--- config.mk ---
export PLATFORM = sky130hd
export DESIGN_NAME = prog_loader_flat
export DESIGN_NICKNAME = d
export VERILOG_FILES = /design/src/rtl/prog_loader_if.sv /design/src/rtl/prog_loader.sv /design/src/flat_wrapper.sv
export SDC_FILE = /design/constraint.sdc
export NUM_CORES = 1
export LEC_CHECK = 0
export CORE_MARGIN = 2
export CORE_UTILIZATION = 55
export CTS_BUF_LIST = sky130_fd_sc_hd__clkbuf_2 sky130_fd_sc_hd__clkbuf_4 sky130_fd_sc_hd__clkbuf_8
export DETAILED_ROUTE_END_ITERATION = 16
export PLACE_DENSITY = 0.78
export SYNTH_ARGS = -nofsm -noshare
export SYNTH_HDL_FRONTEND = slang
export SYNTH_SLANG_ARGS = --single-unit
--- constraint.sdc ---
create_clock -name clk -period 6.6 [get_ports clk]
set_input_delay 1.65 -clock clk [delete_from_list [all_inputs] [get_ports clk]]
set_output_delay 1.65 -clock clk [all_outputs]
set_load 0.01 [all_outputs]
--- src/rtl/prog_loader_if.sv ---
// Byte-stream input and instruction-memory write port of the program loader.
// master = loader side, slave = the environment that feeds bytes and owns the memory.
interface prog_loader_if #(
    parameter int DATA_SIZE  = 32,
    parameter int SELEC_SIZE = 32
);
    logic                  start;
    logic [7:0]            rx_data;
    logic                  rx_valid;
    logic                  mem_we;
    logic [SELEC_SIZE-1:0] mem_address;
    logic [DATA_SIZE-1:0]  mem_data;
    logic                  cpu_hold;
    logic                  busy;
    logic                  done;
    logic                  error;

    modport master (
        input  start, rx_data, rx_valid,
        output mem_we, mem_address, mem_data, cpu_hold, busy, done, error
    );

    modport slave (
        output start, rx_data, rx_valid,
        input  mem_we, mem_address, mem_data, cpu_hold, busy, done, error
    );
endinterface

--- src/rtl/prog_loader.sv ---
// Program loader: parses a big-endian word-count header from a byte stream and writes
// the following words into instruction memory at word addresses 0..N-1, holding the CPU meanwhile.
module prog_loader #(
    parameter int DATA_SIZE  = 32,
    parameter int SELEC_SIZE = 32,
    parameter int ADDRESSES  = 65536
) (
    input  logic          clk,
    input  logic          rst,
    prog_loader_if.master bus
);
    typedef enum logic [2:0] {
        IDLE = 3'd0,
        HDR  = 3'd1,
        DATA = 3'd2,
        DONE = 3'd3,
        ERR  = 3'd4
    } state_t;

    // Wide enough to compare a word index against count-1 without truncating either side.
    localparam int          CMP_W       = (SELEC_SIZE > 32) ? SELEC_SIZE : 32;
    localparam logic [32:0] COUNT_LIMIT = 33'(ADDRESSES);

    state_t                state_reg,       state_next;
    logic [1:0]            byte_cnt_reg,    byte_cnt_next;
    logic [23:0]           shift_reg,       shift_next;
    logic [SELEC_SIZE-1:0] word_idx_reg,    word_idx_next;
    logic [31:0]           count_reg,       count_next;
    logic                  mem_we_reg,      mem_we_next;
    logic [SELEC_SIZE-1:0] mem_address_reg, mem_address_next;
    logic [DATA_SIZE-1:0]  mem_data_reg,    mem_data_next;
    logic                  cpu_hold_reg,    cpu_hold_next;
    logic                  busy_reg,        busy_next;
    logic                  done_reg,        done_next;
    logic                  error_reg,       error_next;

    logic        loading;
    logic        byte_fire;
    logic        word_fire;
    logic        start_fire;
    logic [31:0] assembled;
    logic        hdr_zero;
    logic        hdr_oversize;
    logic        word_last;

    // Only HDR and DATA consume bytes; the fourth byte of a group completes a 32-bit word.
    assign loading      = (state_reg == HDR) || (state_reg == DATA);
    assign byte_fire    = loading && bus.rx_valid;
    assign word_fire    = byte_fire && (byte_cnt_reg == 2'd3);
    assign start_fire   = !loading && bus.start;
    assign assembled    = {shift_reg, bus.rx_data};
    assign hdr_zero     = (assembled == 32'd0);
    assign hdr_oversize = ({1'b0, assembled} > COUNT_LIMIT);
    assign word_last    = (CMP_W'(word_idx_reg) == (CMP_W'(count_reg) - CMP_W'(1)));

    // State register
    always_ff @(posedge clk or posedge rst) begin
        if (rst) begin
            state_reg <= IDLE;
        end else begin
            state_reg <= state_next;
        end
    end

    // Next-state logic
    always_comb begin
        state_next = state_reg;
        case (state_reg)
            IDLE, DONE, ERR: begin
                if (bus.start) begin
                    state_next = HDR;
                end
            end
            HDR: begin
                if (word_fire) begin
                    if (hdr_zero) begin
                        state_next = DONE;
                    end else if (hdr_oversize) begin
                        state_next = ERR;
                    end else begin
                        state_next = DATA;
                    end
                end
            end
            DATA: begin
                if (word_fire && word_last) begin
                    state_next = DONE;
                end
            end
            default: state_next = IDLE;
        endcase
    end

    // Datapath and output next values; status flags follow the state being entered.
    always_comb begin
        byte_cnt_next    = byte_cnt_reg;
        shift_next       = shift_reg;
        word_idx_next    = word_idx_reg;
        count_next       = count_reg;
        mem_we_next      = 1'b0;
        mem_address_next = mem_address_reg;
        mem_data_next    = mem_data_reg;

        if (start_fire) begin
            byte_cnt_next = 2'd0;
            word_idx_next = '0;
        end

        if (byte_fire) begin
            shift_next    = {shift_reg[15:0], bus.rx_data};
            byte_cnt_next = byte_cnt_reg + 2'd1;
        end

        if (word_fire && (state_reg == HDR)) begin
            count_next = assembled;
        end

        if (word_fire && (state_reg == DATA)) begin
            mem_we_next      = 1'b1;
            mem_address_next = word_idx_reg;
            mem_data_next    = DATA_SIZE'(assembled);
            word_idx_next    = word_idx_reg + SELEC_SIZE'(1);
        end

        cpu_hold_next = (state_next == HDR) || (state_next == DATA) || (state_next == ERR);
        busy_next     = (state_next == HDR) || (state_next == DATA);
        done_next     = (state_next == DONE);
        error_next    = (state_next == ERR);
    end

    // Datapath and registered outputs
    always_ff @(posedge clk or posedge rst) begin
        if (rst) begin
            byte_cnt_reg    <= 2'd0;
            shift_reg       <= 24'd0;
            word_idx_reg    <= '0;
            count_reg       <= 32'd0;
            mem_we_reg      <= 1'b0;
            mem_address_reg <= '0;
            mem_data_reg    <= '0;
            cpu_hold_reg    <= 1'b0;
            busy_reg        <= 1'b0;
            done_reg        <= 1'b0;
            error_reg       <= 1'b0;
        end else begin
            byte_cnt_reg    <= byte_cnt_next;
            shift_reg       <= shift_next;
            word_idx_reg    <= word_idx_next;
            count_reg       <= count_next;
            mem_we_reg      <= mem_we_next;
            mem_address_reg <= mem_address_next;
            mem_data_reg    <= mem_data_next;
            cpu_hold_reg    <= cpu_hold_next;
            busy_reg        <= busy_next;
            done_reg        <= done_next;
            error_reg       <= error_next;
        end
    end

    assign bus.mem_we      = mem_we_reg;
    assign bus.mem_address = mem_address_reg;
    assign bus.mem_data    = mem_data_reg;
    assign bus.cpu_hold    = cpu_hold_reg;
    assign bus.busy        = busy_reg;
    assign bus.done        = done_reg;
    assign bus.error       = error_reg;
endmodule

--- src/flat_wrapper.sv ---
// flat-port wrapper written by rule: the top's interface ports become plain ports
module prog_loader_flat 
#(
    parameter int DATA_SIZE  = 32,
    parameter int SELEC_SIZE = 32,
    parameter int ADDRESSES  = 65536
)
  (clk, rst, bus_start, bus_rx_data, bus_rx_valid, bus_mem_we, bus_mem_address, bus_mem_data, bus_cpu_hold, bus_busy, bus_done, bus_error);
  prog_loader_if #(.DATA_SIZE(DATA_SIZE), .SELEC_SIZE(SELEC_SIZE)) bus_i ();
  input  logic clk;
  input  logic rst;
  input wire logic [$bits(bus_i.start)-1:0] bus_start;
  input wire logic [$bits(bus_i.rx_data)-1:0] bus_rx_data;
  input wire logic [$bits(bus_i.rx_valid)-1:0] bus_rx_valid;
  output wire logic [$bits(bus_i.mem_we)-1:0] bus_mem_we;
  output wire logic [$bits(bus_i.mem_address)-1:0] bus_mem_address;
  output wire logic [$bits(bus_i.mem_data)-1:0] bus_mem_data;
  output wire logic [$bits(bus_i.cpu_hold)-1:0] bus_cpu_hold;
  output wire logic [$bits(bus_i.busy)-1:0] bus_busy;
  output wire logic [$bits(bus_i.done)-1:0] bus_done;
  output wire logic [$bits(bus_i.error)-1:0] bus_error;
  assign bus_i.start = bus_start;
  assign bus_i.rx_data = bus_rx_data;
  assign bus_i.rx_valid = bus_rx_valid;
  assign bus_mem_we = bus_i.mem_we;
  assign bus_mem_address = bus_i.mem_address;
  assign bus_mem_data = bus_i.mem_data;
  assign bus_cpu_hold = bus_i.cpu_hold;
  assign bus_busy = bus_i.busy;
  assign bus_done = bus_i.done;
  assign bus_error = bus_i.error;
  prog_loader #(.DATA_SIZE(DATA_SIZE), .SELEC_SIZE(SELEC_SIZE), .ADDRESSES(ADDRESSES)) u_core (.clk(clk), .rst(rst), .bus(bus_i));
endmodule
Yosys cells after proc, flatten, opt, wreduce, memory -nomap -nowiden --
Index checks and enable logic that the tools add are counted. Widths: inputs -> output; s select.
Cells by class: mux-type cells 11, reduce and logical (&&, ||, !) cells 15, $add $sub $neg 3, $lt $le $gt $ge 1, eq/ne operators 10
Operator list (number):
- $mux 32 | 2
- $add 32x1->32 const B | 1
- $eq 32x32->1 | 1
- $gt 32x17->1 const B | 1
- $logic_not 32->1 | 1
- $sub 32x1->32 const B | 1
- $mux 3 | 5
- $eq 3x2->1 const B | 4
- $pmux 3 s3 | 1
- $eq 3x1->1 const B | 2
- $eq 3x3->1 const B | 2
- $logic_and 1x1->1 | 6
- $mux 2 | 2
- $reduce_bool 2->1 | 2
- $logic_not 3->1 | 1
- $logic_or 1x1->1 | 3
- $reduce_or 3->1 | 1
- $add 2x1->2 const B | 1
- $eq 2x2->1 const B | 1
- $logic_not 1->1 | 1
- $mux 1 | 1
Storage, ports and cells: register bits after elaboration 162

Logic depth before layout (Yosys ltp) --
Gate-level depths: netlist (run 1).
word-level depth 10, gate-level depth with buffers 11, mapped depth without buffers 9

Worst setup path after synthesis (run 1) --
Ideal clock, no wire load.
path type input-to-reg, start input port bus_rx_valid, end register u_core.word_idx_reg[29], path slack 2.741 ns, path buffers 2, stages 10, arrival time 3.730 ns, setup time 0.129 ns, path through nand2_1 -> or3_4 -> inv_2 -> nand4_4 -> or4_1 -> buf_2 -> or3_1 -> clkbuf_1 -> o211ai_1 -> o31ai_1
Between the ends: cells in the longest elaborated chain, start to end 4, elaborated cells on any way between the ends 5
Ends and longest elaborated chain:
- start, declared | line flat_wrapper.sv:14 | input wire logic [$bits(bus_i.rx_valid)-1:0] bus_rx_valid;
- $logic_and 1x1->1 * | line prog_loader.sv:48 | assign byte_fire = loading && bus.rx_valid;
- $logic_and 1x1->1 * | line prog_loader.sv:49 | assign word_fire = byte_fire && (byte_cnt_reg == 2'd3);
- $logic_and 1x1->1 * | line prog_loader.sv:118 | if (word_fire && (state_reg == DATA)) begin
- $mux 32 / $reduce_bool 2->1 (equally long branches)
- end signal, assigned | line prog_loader.sv:148 | word_idx_reg <= word_idx_next;
- end, declared | line prog_loader.sv:27 | logic [SELEC_SIZE-1:0] word_idx_reg, word_idx_next;
Mark *: on every way between the ends. The rest lies on a longest branch, timed or not. A chain may end at the register's enable or synchronous reset.

Worst setup path after layout (run 1) --
Same ends and word-level chain as after synthesis.

==> out/qor_table.md, run 1 <==
| Group | Metric | Reported |
|:---|:---|:---|
| run status | Outcome | finished clean |
| drt | Detail-routed via count per cell | 5.65 |
| drt | Post-DRT Antenna Nets | 0 |
| synth | Share of the synthesized area in the top cell type | 52.7% |
| clocking | Clock transition at path regs | 80 ps |
| timing | Final critical-path share of the clock period | 62.5% |
| clocking | Number of buffers inserted by hold repair at cts | 0 |
| clocking | Clk_lat worst skew | 480 ps |
| pwr | Leakage | 4.22 nW |
| place | Total placed cells including tap cells | 1065 |
| timing | Slew @ Worst Pin | 1100 ps |
| timing | Crit path time final | 4130 ps |
| drt | DRC | 0 |
| drt | Vias after detailed routing | 6190 |
| synth | Total of warnings raised by yosys | 0 |
| layout | Relative area change from synthesis to final layout | 17.9% |
| timing | Max Transition Viols Final | 0 |
| layout | Number of standard cells in the final layout excluding fillers | 1096 |
| pwr | Power, Total | 0.00311 W |
| clocking | Largest buffer count on any clock path | 2 |
| die | Initial core utilization | 55.8% |
| clocking | Deepest level of the CTS H-tree | 4 |
| clocking | Number of buffers created by CTS | 17 |
| worst setup path | CP required | 6950 ps |
| synth | Number of synthesized register bits | 162 |
| drt | First DRT Iteration DRCs | 436 |
| worst setup path | Kind of capture point of the worst setup path | register |
| synth | Proportion of synthesized chip area in sequential cells | 52.7% |
| die | Die width | 122 um |
| grt | GR Overflow Total | 0 |
| timing | Worst slew margin | 26.8% |
| pwr | Max IR drop VDD | 206 uV |
| clocking | Post-cts sizing count | 0 |
| die | Core area | 0.0138 mm^2 |
| synth | Synth area leader | dfrtp_1 |
| layout | Top library cells by usage in the layout, fill and taps aside | nand2_1, dfrtp_1, clkdlybuf4s50_1 |
| timing | Final setup skew | 9.15 ps |
| synth | Average cell area after synthesis | 9.13 um^2 |
| timing | Maximum frequency from static timing analysis | 242 MHz |
| synth | Cell types with the largest area share after synthesis | dfrtp_1, nand2_1, mux2_2, xnor2_1, mux2i_1 |
| grt | GRT Overall Usage | 25.6% |
| drt | Total Routed Length | 17700 um |
| synth | Most used DFF post-synth | dfrtp_1 |
| clocking | TritonCTS Sinks | 162 |
| layout | Fraction of layout instances using a drive strength above 1 | 8.08% |
| clocking | Clock tree from TritonCTS | built |
| timing | Setup repair after global routing missed its margin | false |
| synth | Post-Syn Nets | 857 |
| pwr | Cell Pwr Density | 343 mW/mm^2 |
| layout | # nets final | 919 |
| worst setup path | Critical path launch point type | primary input |
| synth | Post-synth ARST share | 100% |
| die | Core Rows | 43 |
| die | Die Outline Area | 0.0149 mm^2 |
| grt | Antenna violations before repair | 0 |
| worst setup path | WS Path Type | primary input to register |
| hold path | Classification of the worst-slack hold path | register to register |
| worst setup path | Register-to-register setup slack | 3220 ps |
| place | Routability congestion estimate from global placement | 0.958 |
| die | Top-level port count | 81 |
| place | Half-perimeter wire length after detailed placement | 12200 um |
| timing | Final-report setup violation count | 0 |
| layout | Fill cell instance count of the final layout | 1192 |
| synth | Unique masters post-synth | 57 |
| grt | First-pass GRT wire length | 29200 um |
| worst setup path | CP Max Fanout | 10 |
| synth | Post-Syn Area | 0.00769 mm^2 |
| grt | Vias in the first global route | 5732 |
| grt | Pin count of the biggest net entering global routing | 74 |
| worst setup path | Arrival time at the worst endpoint | 4480 ps |
| job | Max-capacitance violation count | 0 |
| synth | EDFF count, synth | 0 |
| timing | Total count of hold-check failures in the final report | 0 |
| layout | Diodes inserted | 0 |
| clocking | Post-CTS setup repair buffer count | 0 |
| clocking | Cell at the root of the clock tree | clkbuf_8 |
| timing | Summed negative setup slack over all endpoints | 0 ps |
| place | Number of buffer cells added on primary ports | 80 |
| drt | Mean routed wirelength per cell | 16.1 um |
| die | Die Span Y | 122 um |
| synth | Cell count after synthesis | 842 |
| layout | Most common cell after layout, fill and taps aside | nand2_1 |
| drt | First-pass DRT Iterations | 5 |
-- cell usage after synthesis (3+ instances only) --
library cell    n
nand2_1       315
mux2i_1        16
or4_1           9
nor2_1         24
xor2_1          9
clkbuf_1       39
o211ai_1       13
and3_1          4
or3_1           8
or2_2           4
o31ai_1        14
nand4_1        21
mux2_2         24
nor4_1         19
nand3_1        23
nand3b_1        3
dfrtp_1       162
o21ai_0        22
o31a_1          3
inv_1          11
nor3_1         17
nand2b_1       10
ha_1            3
xnor2_1        28
-- worst max-delay path, cell delays in order --
cell	delay, ps
clkdlybuf4s50_1	510
nand2_1	120
or3_4	420
inv_2	110
nand4_4	150
or4_1	720
or3_1	510
o211ai_1	200
o31ai_1	90
-- layer usage --
layer / track usage (%) / share of wire [%] / wire length (um) / vias to the layer above
li1: - / - / - / 3005
met1: 36.7 / 46 / 8200 / 2938
met2: 37.0 / 45 / 7930 / 207
met3: 6.51 / 5.9 / 1050 / 40
met4: 11.2 / 3.0 / 531 / 0
met5: 0 / 0 / 0 / -
-- where the power goes --
part / leakage [nW] / total [W] / switching, W / internal, W
Sequential: 2.15 / 0.00146 / 0.000285 / 0.00118
Clock: 0.226 / 0.000832 / 0.000367 / 0.000465
Combinational: 1.84 / 0.000817 / 0.000443 / 0.000373
Total: 4.22 / 0.00311 / 0.00110 / 0.00201
-- per-stage QoR --
stage | setup slack (ps) | hold WS (ps) | cell area, um^2 | util (%)
2_1_floorplan | 573 | 465 | 7690 | -
3_3_place_gp | 2040 | 458 | 8600 | 62.5
3_5_place_dp | 1970 | 461 | 8600 | 62.5
4_1_cts | 2490 | 483 | 9060 | 65.8
5_1_grt | 2330 | 500 | 9060 | 65.8
6_report | 2470 | 476 | 9060 | 65.8
-- layout make-up --
| cell class | instances | area (um^2) | share of cell area, % |
|---|---|---|---|
| Tap cell | 180 | 225 | 2.48 |
| Timing Repair Buffer | 86 | 846 | 9.33 |
| Inverter | 12 | 50.0 | 0.552 |
| Sequential cell | 162 | 4050 | 44.7 |
| Multi-Input combinational cell | 625 | 3430 | 37.8 |
| Clock inverter | 12 | 205 | 2.26 |
| Clock buffer | 19 | 255 | 2.82 |
-- path summary, 6_finish.rpt --
| kind | depth (start not counted) | end | startpoint |
|---|---|---|---|
| setup / recovery | 9 | u_core.word_idx_reg[29]$_DFFE_PP0P_ | bus_rx_valid |
| hold / removal | 2 | u_core.bus.mem_address[9]$_DFFE_PP0P_ | u_core.bus.mem_address[9]$_DFFE_PP0P_ |
| setup reg to reg | 9 | u_core.bus.done$_DFF_PP0_ | u_core.count_reg[0]$_DFFE_PP0P_ |
| hold reg to reg | 2 | u_core.bus.mem_address[9]$_DFFE_PP0P_ | u_core.bus.mem_address[9]$_DFFE_PP0P_ |
| max in group asynchronous | 3 | u_core.byte_cnt_reg[1]$_DFFE_PP0P_ | rst |
| min in group asynchronous | 2 | u_core.bus.mem_address[22]$_DFFE_PP0P_ | rst |
-- cell families after synthesis --
kind of cell / count (synthesis) / share of synthesized area, %
AO/OA/AOI/OAI: 76 / 6.95
XOR/XNOR: 37 / 4.22
adder cells (fa/ha/maj): 3 / 0.488
buffers and inverters: 55 / 2.77
flip-flops: 162 / 52.7
multiplexers: 40 / 5.60
AND/OR/NAND/NOR: 469 / 27.2
Note: power is estimated with default switching activity, not from simulation.
==> run 2, diff against run 1 <==
clock period = 3.9 ns   (was 6.6 ns; I/O delays follow)
==> run 2 against run 1 <==
Against the previous run:
- combinational power rose by 74%
- largest cell class unchanged
- via count about the same
- utilization up 0.15 points
==> out/qor_table.md, run 2 (synthesis gave the netlist of run 1 again) <==
| Group | Metric | Reported | vs previous |
|:---|:---|:---|:---|
| timing | Smallest hold slack | 476 ps | +0.172 ps |
| place | Half-perimeter wire length after detailed placement | 12300 um | +0.65% |
| layout | Diodes inserted | 0 | unchanged |
| drt | Detail-routed via count per cell | 5.60 | -0.80% |
| grt | Antenna violations before repair | 0 | unchanged |
| timing | Final-report setup violation count | 0 | unchanged |
| timing | Maximum frequency from static timing analysis | 307 MHz |  |
| drt | DRC | 0 | unchanged |
| timing | Worst slew margin | 25.3% | -1.5 points |
| timing | Slew @ Worst Pin | 1120 ps | +22.0 ps |
| clocking | Deepest level of the CTS H-tree | 4 | unchanged |
| die | Core Rows | 43 | unchanged |
| timing | Total count of hold-check failures in the final report | 0 | unchanged |
| worst setup path | WS Path Type | primary input to register |  |
| timing | Crit path time final | 3260 ps |  |
| worst setup path | Biggest cell delay along the critical path | 590 ps | -130 ps |
| clocking | Cell at the root of the clock tree | clkbuf_8 |  |
| clocking | Clock transition at path regs | 80 ps | about the same |
| worst setup path | Critical path cell sequence | clkdlybuf4s50_1 > nand2_1 > or3_4 > inv_2 > nand4_4 > or4_1 > or3_1 > o211ai_1 > o31ai_1 |  |
| layout | Most common cell after layout, fill and taps aside | nand2_1 |  |
| drt | Vias after detailed routing | 6185 | -0.081% |
| drt | Mean routed wirelength per cell | 16.1 um | -0.22% |
| drt | First DRT Iteration DRCs | 472 | +8.3% |
| clocking | Clk_lat worst skew | 470 ps | about the same |
| clocking | Clock tree from TritonCTS | built |  |
| timing | Setup repair after global routing missed its margin | false |  |
| drt | Total Routed Length | 17800 um | +0.51% |
| layout | Share of the core filled with cells in the final layout | 66.0% | +0.15 points |
| timing | Max Transition Viols Final | 0 | unchanged |
| clocking | Post-cts sizing count | 0 | unchanged |
| worst setup path | CP Max Fanout | 7 | -3 |
| clocking | Number of buffers created by CTS | 17 | unchanged |
| worst setup path | Setup crit start | bus_rx_valid |  |
| die | Die Outline Area | 0.0149 mm^2 | unchanged |
| worst setup path | FF-to-FF path depth | 7 | -2 |
| die | Top-level port count | 81 | unchanged |
| die | Initial core utilization | 55.8% | unchanged |
| die | Core area | 0.0138 mm^2 | unchanged |
| layout | # nets final | 926 | +0.76% |
| clocking | Largest buffer count on any clock path | 2 | unchanged |
| layout | Fraction of layout instances using a drive strength above 1 | 8.87% | +0.80 points |
| hold path | Classification of the worst-slack hold path | register to register |  |
| grt | Vias in the first global route | 5843 | +1.9% |
| timing | Final critical-path share of the clock period | 83.6% |  |
| job | Max-capacitance violation count | 0 | unchanged |
| pwr | Power, Total | 0.00516 W | +66% |
| worst setup path | End of the worst register-to-register path | u_core.state_reg[0]$_DFF_PP0_ |  |
| clocking | TritonCTS Sinks | 162 | unchanged |
| pwr | Leakage | 4.24 nW | +0.41% |
| clocking | Number of buffers inserted by hold repair at cts | 0 | unchanged |
| worst setup path | Critical path launch point type | primary input |  |
| drt | First-pass DRT Iterations | 5 | unchanged |
| worst setup path | R2R Path Start | u_core.count_reg[4]$_DFFE_PP0P_ |  |
| timing | Summed negative setup slack over all endpoints | 0 ps | unchanged |
| worst setup path | Arrival time at the worst endpoint | 3600 ps | -880 ps |
| layout | Top library cells by usage in the layout, fill and taps aside | nand2_1, dfrtp_1, clkdlybuf4s50_1 |  |
| worst setup path | Critical Path Slowest Stage Cell | or4_1 |  |
| pwr | Max IR drop VDD | 310 uV | +50% |
| worst setup path | Kind of capture point of the worst setup path | register |  |
| grt | GRT Overall Usage | 25.6% | -0.030 points |
| drt | Post-DRT Antenna Nets | 0 | unchanged |
| clocking | Post-CTS setup repair buffer count | 0 | unchanged |
| worst setup path | CP required | 4240 ps | -2710 ps |
| pwr | Cell Pwr Density | 568 mW/mm^2 | +65% |
| grt | GR Overflow Total | 0 | unchanged |
| run status | Outcome | finished clean |  |
| grt | First-pass GRT wire length | 29600 um | +1.1% |
| grt | Pin count of the biggest net entering global routing | 83 | +12% |
| worst setup path | Register-to-register setup slack | 760 ps | -2460 ps |
| timing | Final setup skew | 9.31 ps | +0.164 ps |
| place | Number of buffer cells added on primary ports | 80 | unchanged |
| place | Routability congestion estimate from global placement | 0.931 | -2.8% |
| die | Die width | 122 um | unchanged |
| die | Die Span Y | 122 um | unchanged |
| layout | Relative area change from synthesis to final layout | 18.2% |  |
| worst setup path | Crit path to | u_core.word_idx_reg[29]$_DFFE_PP0P_ |  |
[run 2: cell types whose count changed in the layout (fill, tap and decap cells not counted), sizes merged]
cell	delta
bufinv	-3
clkinv	+2
buf	+7
clkbuf	-2
inv	+4
[run 2: power breakdown]
part | switching, W | internal (W) | total, W
Combinational | 0.000757 | 0.000665 | 0.00142
Clock | 0.000668 | 0.000587 | 0.00125
Sequential | 0.000489 | 0.00199 | 0.00248
Total | 0.00191 | 0.00324 | 0.00516
[run 2: worst min-delay path by stage]
stage	cells after the start	end	start	slack, ps
final	2	u_core.bus.mem_address[9]$_DFFE_PP0P_	u_core.bus.mem_address[9]$_DFFE_PP0P_	480
after global routing	2	u_core.bus.mem_address[5]$_DFFE_PP0P_	u_core.bus.mem_address[5]$_DFFE_PP0P_	500
after floorplan	2	u_core.count_reg[31]$_DFFE_PP0P_	u_core.count_reg[31]$_DFFE_PP0P_	470
after global placement	2	u_core.bus.mem_address[20]$_DFFE_PP0P_	u_core.bus.mem_address[20]$_DFFE_PP0P_	460
after CTS	2	u_core.bus.mem_address[9]$_DFFE_PP0P_	u_core.bus.mem_address[9]$_DFFE_PP0P_	480
after detailed placement	2	u_core.bus.mem_data[18]$_DFFE_PP0P_	u_core.bus.mem_data[18]$_DFFE_PP0P_	460
[run 2: layout make-up]
cell class	count	area (um^2)
multi-input combinational	625	3430
clock inverter	15	170
fill	1165	4690
tap	180	225
sequential	162	4050
clock buffer	17	234
timing repair buffer	93	923
inverter	12	48.8
[run 2: stage by stage]
| stage | setup WS, ps | area [um^2] | instances |
|---|---|---|---|
| final | 641 | 9080 | 1104 |
| after floorplan | 716 | 7690 | 842 |
| after detailed placement | 159 | 8680 | 1072 |
| after CTS | 655 | 9080 | 1104 |
| after global routing | 554 | 9080 | 1104 |
| after global placement | 217 | 8680 | 1072 |
[run 2: routing by layer]
metal / up-vias / part of all wire (%) / GRT usage (%) / wire [um]
li1: 3009 / - / - / -
met1: 2957 / 47 / 37.2 / 8440
met2: 194 / 45 / 38.4 / 8040
met3: 25 / 5.1 / 4.65 / 913
met4: 0 / 2.3 / 9.70 / 403
met5: - / 0 / 0 / 0
[run 2: critical path: cells and delay by family]
family	cells	cell delay [ps]
buffers and inverters	2	610
AND/OR/NAND/NOR	5	1720
AO/OA/AOI/OAI	2	300
==> run 3, diff against run 2 <==
CORE_UTILIZATION = 53   (was 55)
clock period = 2.7 ns   (was 3.9 ns; I/O delays follow)
==> run 3 against run 2 <==
Against the previous run:
- worst setup slack lost 640 ps
- utilization grew 1.6 points
- critical path type is now register to register
- routed wire length grew 8.0%
- non-clock buffer count grew 69
- critical path depth shrank 2
- cell count grew 6.6%
- cell area grew 6.9%
- combinational power grew 97%
- sequential cell count is the same
- worst hold slack lost 1.8 ps
==> out/qor_table.md, run 3 (synthesis gave the netlist of run 1 again) <==
| Group | Metric | Reported | vs previous |
|:---|:---|:---|:---|
| run status | Outcome | finished clean |  |
| die | Core area | 0.0144 mm^2 | +4.3% |
| timing | Maximum frequency from static timing analysis | 371 MHz |  |
| worst setup path | CP required | 3110 ps | -1130 ps |
| worst setup path | CP Max Fanout | 2 | -5 |
| worst setup path | Crit path to | u_core.bus.done$_DFF_PP0_ |  |
| hold path | Cell depth of the worst hold path | 2 | unchanged |
| job | Max-capacitance violation count | 0 | unchanged |
| worst setup path | FF-to-FF path depth | 7 | unchanged |
| die | Die Outline Area | 0.0155 mm^2 | +3.6% |
| place | Routability congestion estimate from global placement | 0.951 | +2.2% |
| timing | Slew @ Worst Pin | 1010 ps | -108 ps |
| layout | # nets final | 995 | +7.5% |
| timing | Final-report setup violation count | 0 | unchanged |
| clocking | Largest buffer count on any clock path | 2 | unchanged |
| grt | GR Overflow Total | 0 | unchanged |
| grt | Pin count of the biggest net entering global routing | 64 | -23% |
| timing | Worst slew margin | 32.7% | +7.3 points |
| timing | Max Transition Viols Final | 0 | unchanged |
| timing | Final critical-path share of the clock period | 99.9% |  |
| drt | DRC | 0 | unchanged |
| pwr | Cell Pwr Density | 836 mW/mm^2 | +47% |
| timing | Total count of hold-check failures in the final report | 0 | unchanged |
| pwr | Leakage | 4.61 nW | +8.7% |
| place | Total placed cells including tap cells | 1145 | +6.8% |
| drt | Total Routed Length | 19200 um | +8.0% |
| clocking | Clock tree from TritonCTS | built |  |
| pwr | Max IR drop VDD | 479 uV | +54% |
| worst setup path | Register-to-register setup slack | 3 ps | -760 ps |
| clocking | Number of buffers created by CTS | 17 | unchanged |
| clocking | Cell at the root of the clock tree | clkbuf_8 |  |
| layout | Relative area change from synthesis to final layout | 26.3% |  |
| worst setup path | R2R Path Start | u_core.count_reg[6]$_DFFE_PP0P_ |  |
| drt | First DRT Iteration DRCs | 410 | -13% |
| worst setup path | Setup crit start | u_core.count_reg[6]$_DFFE_PP0P_ |  |
| worst setup path | Biggest cell delay along the critical path | 540 ps | -50 ps |
| clocking | Deepest level of the CTS H-tree | 4 | unchanged |
| layout | Diodes inserted | 0 | unchanged |
| die | Die Span Y | 124 um | +1.8% |
| layout | Most common cell after layout, fill and taps aside | nand2_1 |  |
| drt | Mean routed wirelength per cell | 16.3 um | +1.3% |
| grt | Vias in the first global route | 6287 | +7.6% |
| timing | Crit path time final | 2700 ps |  |
| worst setup path | End of the worst register-to-register path | u_core.bus.done$_DFF_PP0_ |  |
| die | Top-level port count | 81 | unchanged |
| die | Initial core utilization | 53.5% | -2.3 points |
| grt | Antenna violations before repair | 0 | unchanged |
| timing | Smallest hold slack | 474 ps | -1.79 ps |
| layout | Fill cell instance count of the final layout | 1155 | -0.86% |
| die | Die width | 124 um | +1.8% |
| worst setup path | Arrival time at the worst endpoint | 3100 ps | -500 ps |
| layout | Top library cells by usage in the layout, fill and taps aside | nand2_1, dfrtp_1, clkdlybuf4s50_1 |  |
| hold path | Classification of the worst-slack hold path | register to register |  |
| drt | Vias after detailed routing | 6502 | +5.1% |
| worst setup path | Critical path cell sequence | or4_4 > or3_4 > or4_1 > a222oi_1 > o211ai_1 > nor4_4 > o21a_1 |  |
| clocking | TritonCTS Sinks | 162 | unchanged |
| layout | Number of standard cells in the final layout excluding fillers | 1177 | +6.6% |
| clocking | Clk_lat worst skew | 470 ps | about the same |
| drt | First-pass DRT Iterations | 5 | unchanged |
| worst setup path | Critical path launch point type | register |  |
| place | Number of buffer cells added on primary ports | 80 | unchanged |
| worst setup path | Critical Path Slowest Stage Cell | or4_4 |  |
| die | Core Rows | 44 | +2.3% |
| drt | Post-DRT Antenna Nets | 0 | unchanged |
| grt | First-pass GRT wire length | 32000 um | +8.1% |
| worst setup path | Kind of capture point of the worst setup path | register |  |
| worst setup path | WS Path Type | register to register |  |
| clocking | Clock transition at path regs | 80 ps | about the same |
| place | Half-perimeter wire length after detailed placement | 13700 um | +12% |
| hold path | HP Start | u_core.bus.mem_address[31]$_DFFE_PP0P_ |  |
| timing | Setup repair after global routing missed its margin | true |  |
| grt | GRT Overall Usage | 25.8% | +0.19 points |
| clocking | Post-CTS setup repair buffer count | 0 | unchanged |
| timing | Final setup skew | 16.3 ps | +6.96 ps |
| layout | Fraction of layout instances using a drive strength above 1 | 16.1% | +7.2 points |
| drt | Detail-routed via count per cell | 5.52 | -1.4% |
run 3: changes by cell type in the layout (fill, tap and decap cells not counted), moves of 2 or more:
cell    before  now
inv_8        2    0
nor4_2       0    2
nor4_1      19   16
or4_4        0    2
or4_1        9    7
buf_4       11   79
run 3: critical path: cells and delay by family (launching register included):
kind | cells | cell delay, ps
and+or+nand+nor | 4 | 1580
AOI/OAI and AO/OA | 3 | 690
DFF | 1 | 380
run 3: cell type report:
cell class	instances	area, um^2	area share [%]
repair buffers	162	1450	15.0
multi-input cells	625	3490	36.0
inverters	12	51.3	0.528
well taps	184	230	2.37
flip-flops and latches	162	4050	41.7
clock inverters	13	171	1.77
clock buffers	19	255	2.63
run 3: worst min path at each step:
stage	slack, ps	endpoint
2_1_floorplan	470	u_core.count_reg[31]$_DFFE_PP0P_
3_3_place_gp	460	u_core.bus.mem_address[9]$_DFFE_PP0P_
3_5_place_dp	460	u_core.bus.mem_data[23]$_DFFE_PP0P_
4_1_cts	480	u_core.bus.mem_address[31]$_DFFE_PP0P_
5_1_grt	520	u_core.word_idx_reg[30]$_DFFE_PP0P_
6_report	470	u_core.bus.mem_address[31]$_DFFE_PP0P_
run 3: power breakdown:
group	total [W]	internal, W	switching [W]
Sequential	0.00341	0.00288	0.000528
Clock	0.00190	0.000964	0.000940
Combinational	0.00280	0.00138	0.00143
Total	0.00812	0.00522	0.00290
run 3: metal layers:
metal,wire (um),up-vias,GRT usage [%]
li1,-,3152,-
met1,8980,3137,36.3
met2,8990,181,40.5
met3,829,32,5.11
met4,405,0,8.26
met5,0,-,0
run 3: timing repair:
action,in CTS,in global routing
resized for setup,2,11
hold buffers,0,0
setup endpoints to repair,3,4
pin swaps,0,1
run 3: through the flow:
step                      utilization (%)  TNS (ps)  worst slack [ps]  cell area [um^2]  power, W
after floorplan                         -     -5150             -31.8              7700   0.00494
after global placement               64.2     -3690              -349              9220   0.00607
after detailed placement             64.2     -4450              -388              9220   0.00612
after CTS                            67.2         0              4.07              9660   0.00803
after global routing                 67.6      -198             -72.2              9710   0.00858
final                                67.6         0              3.24              9710   0.00812
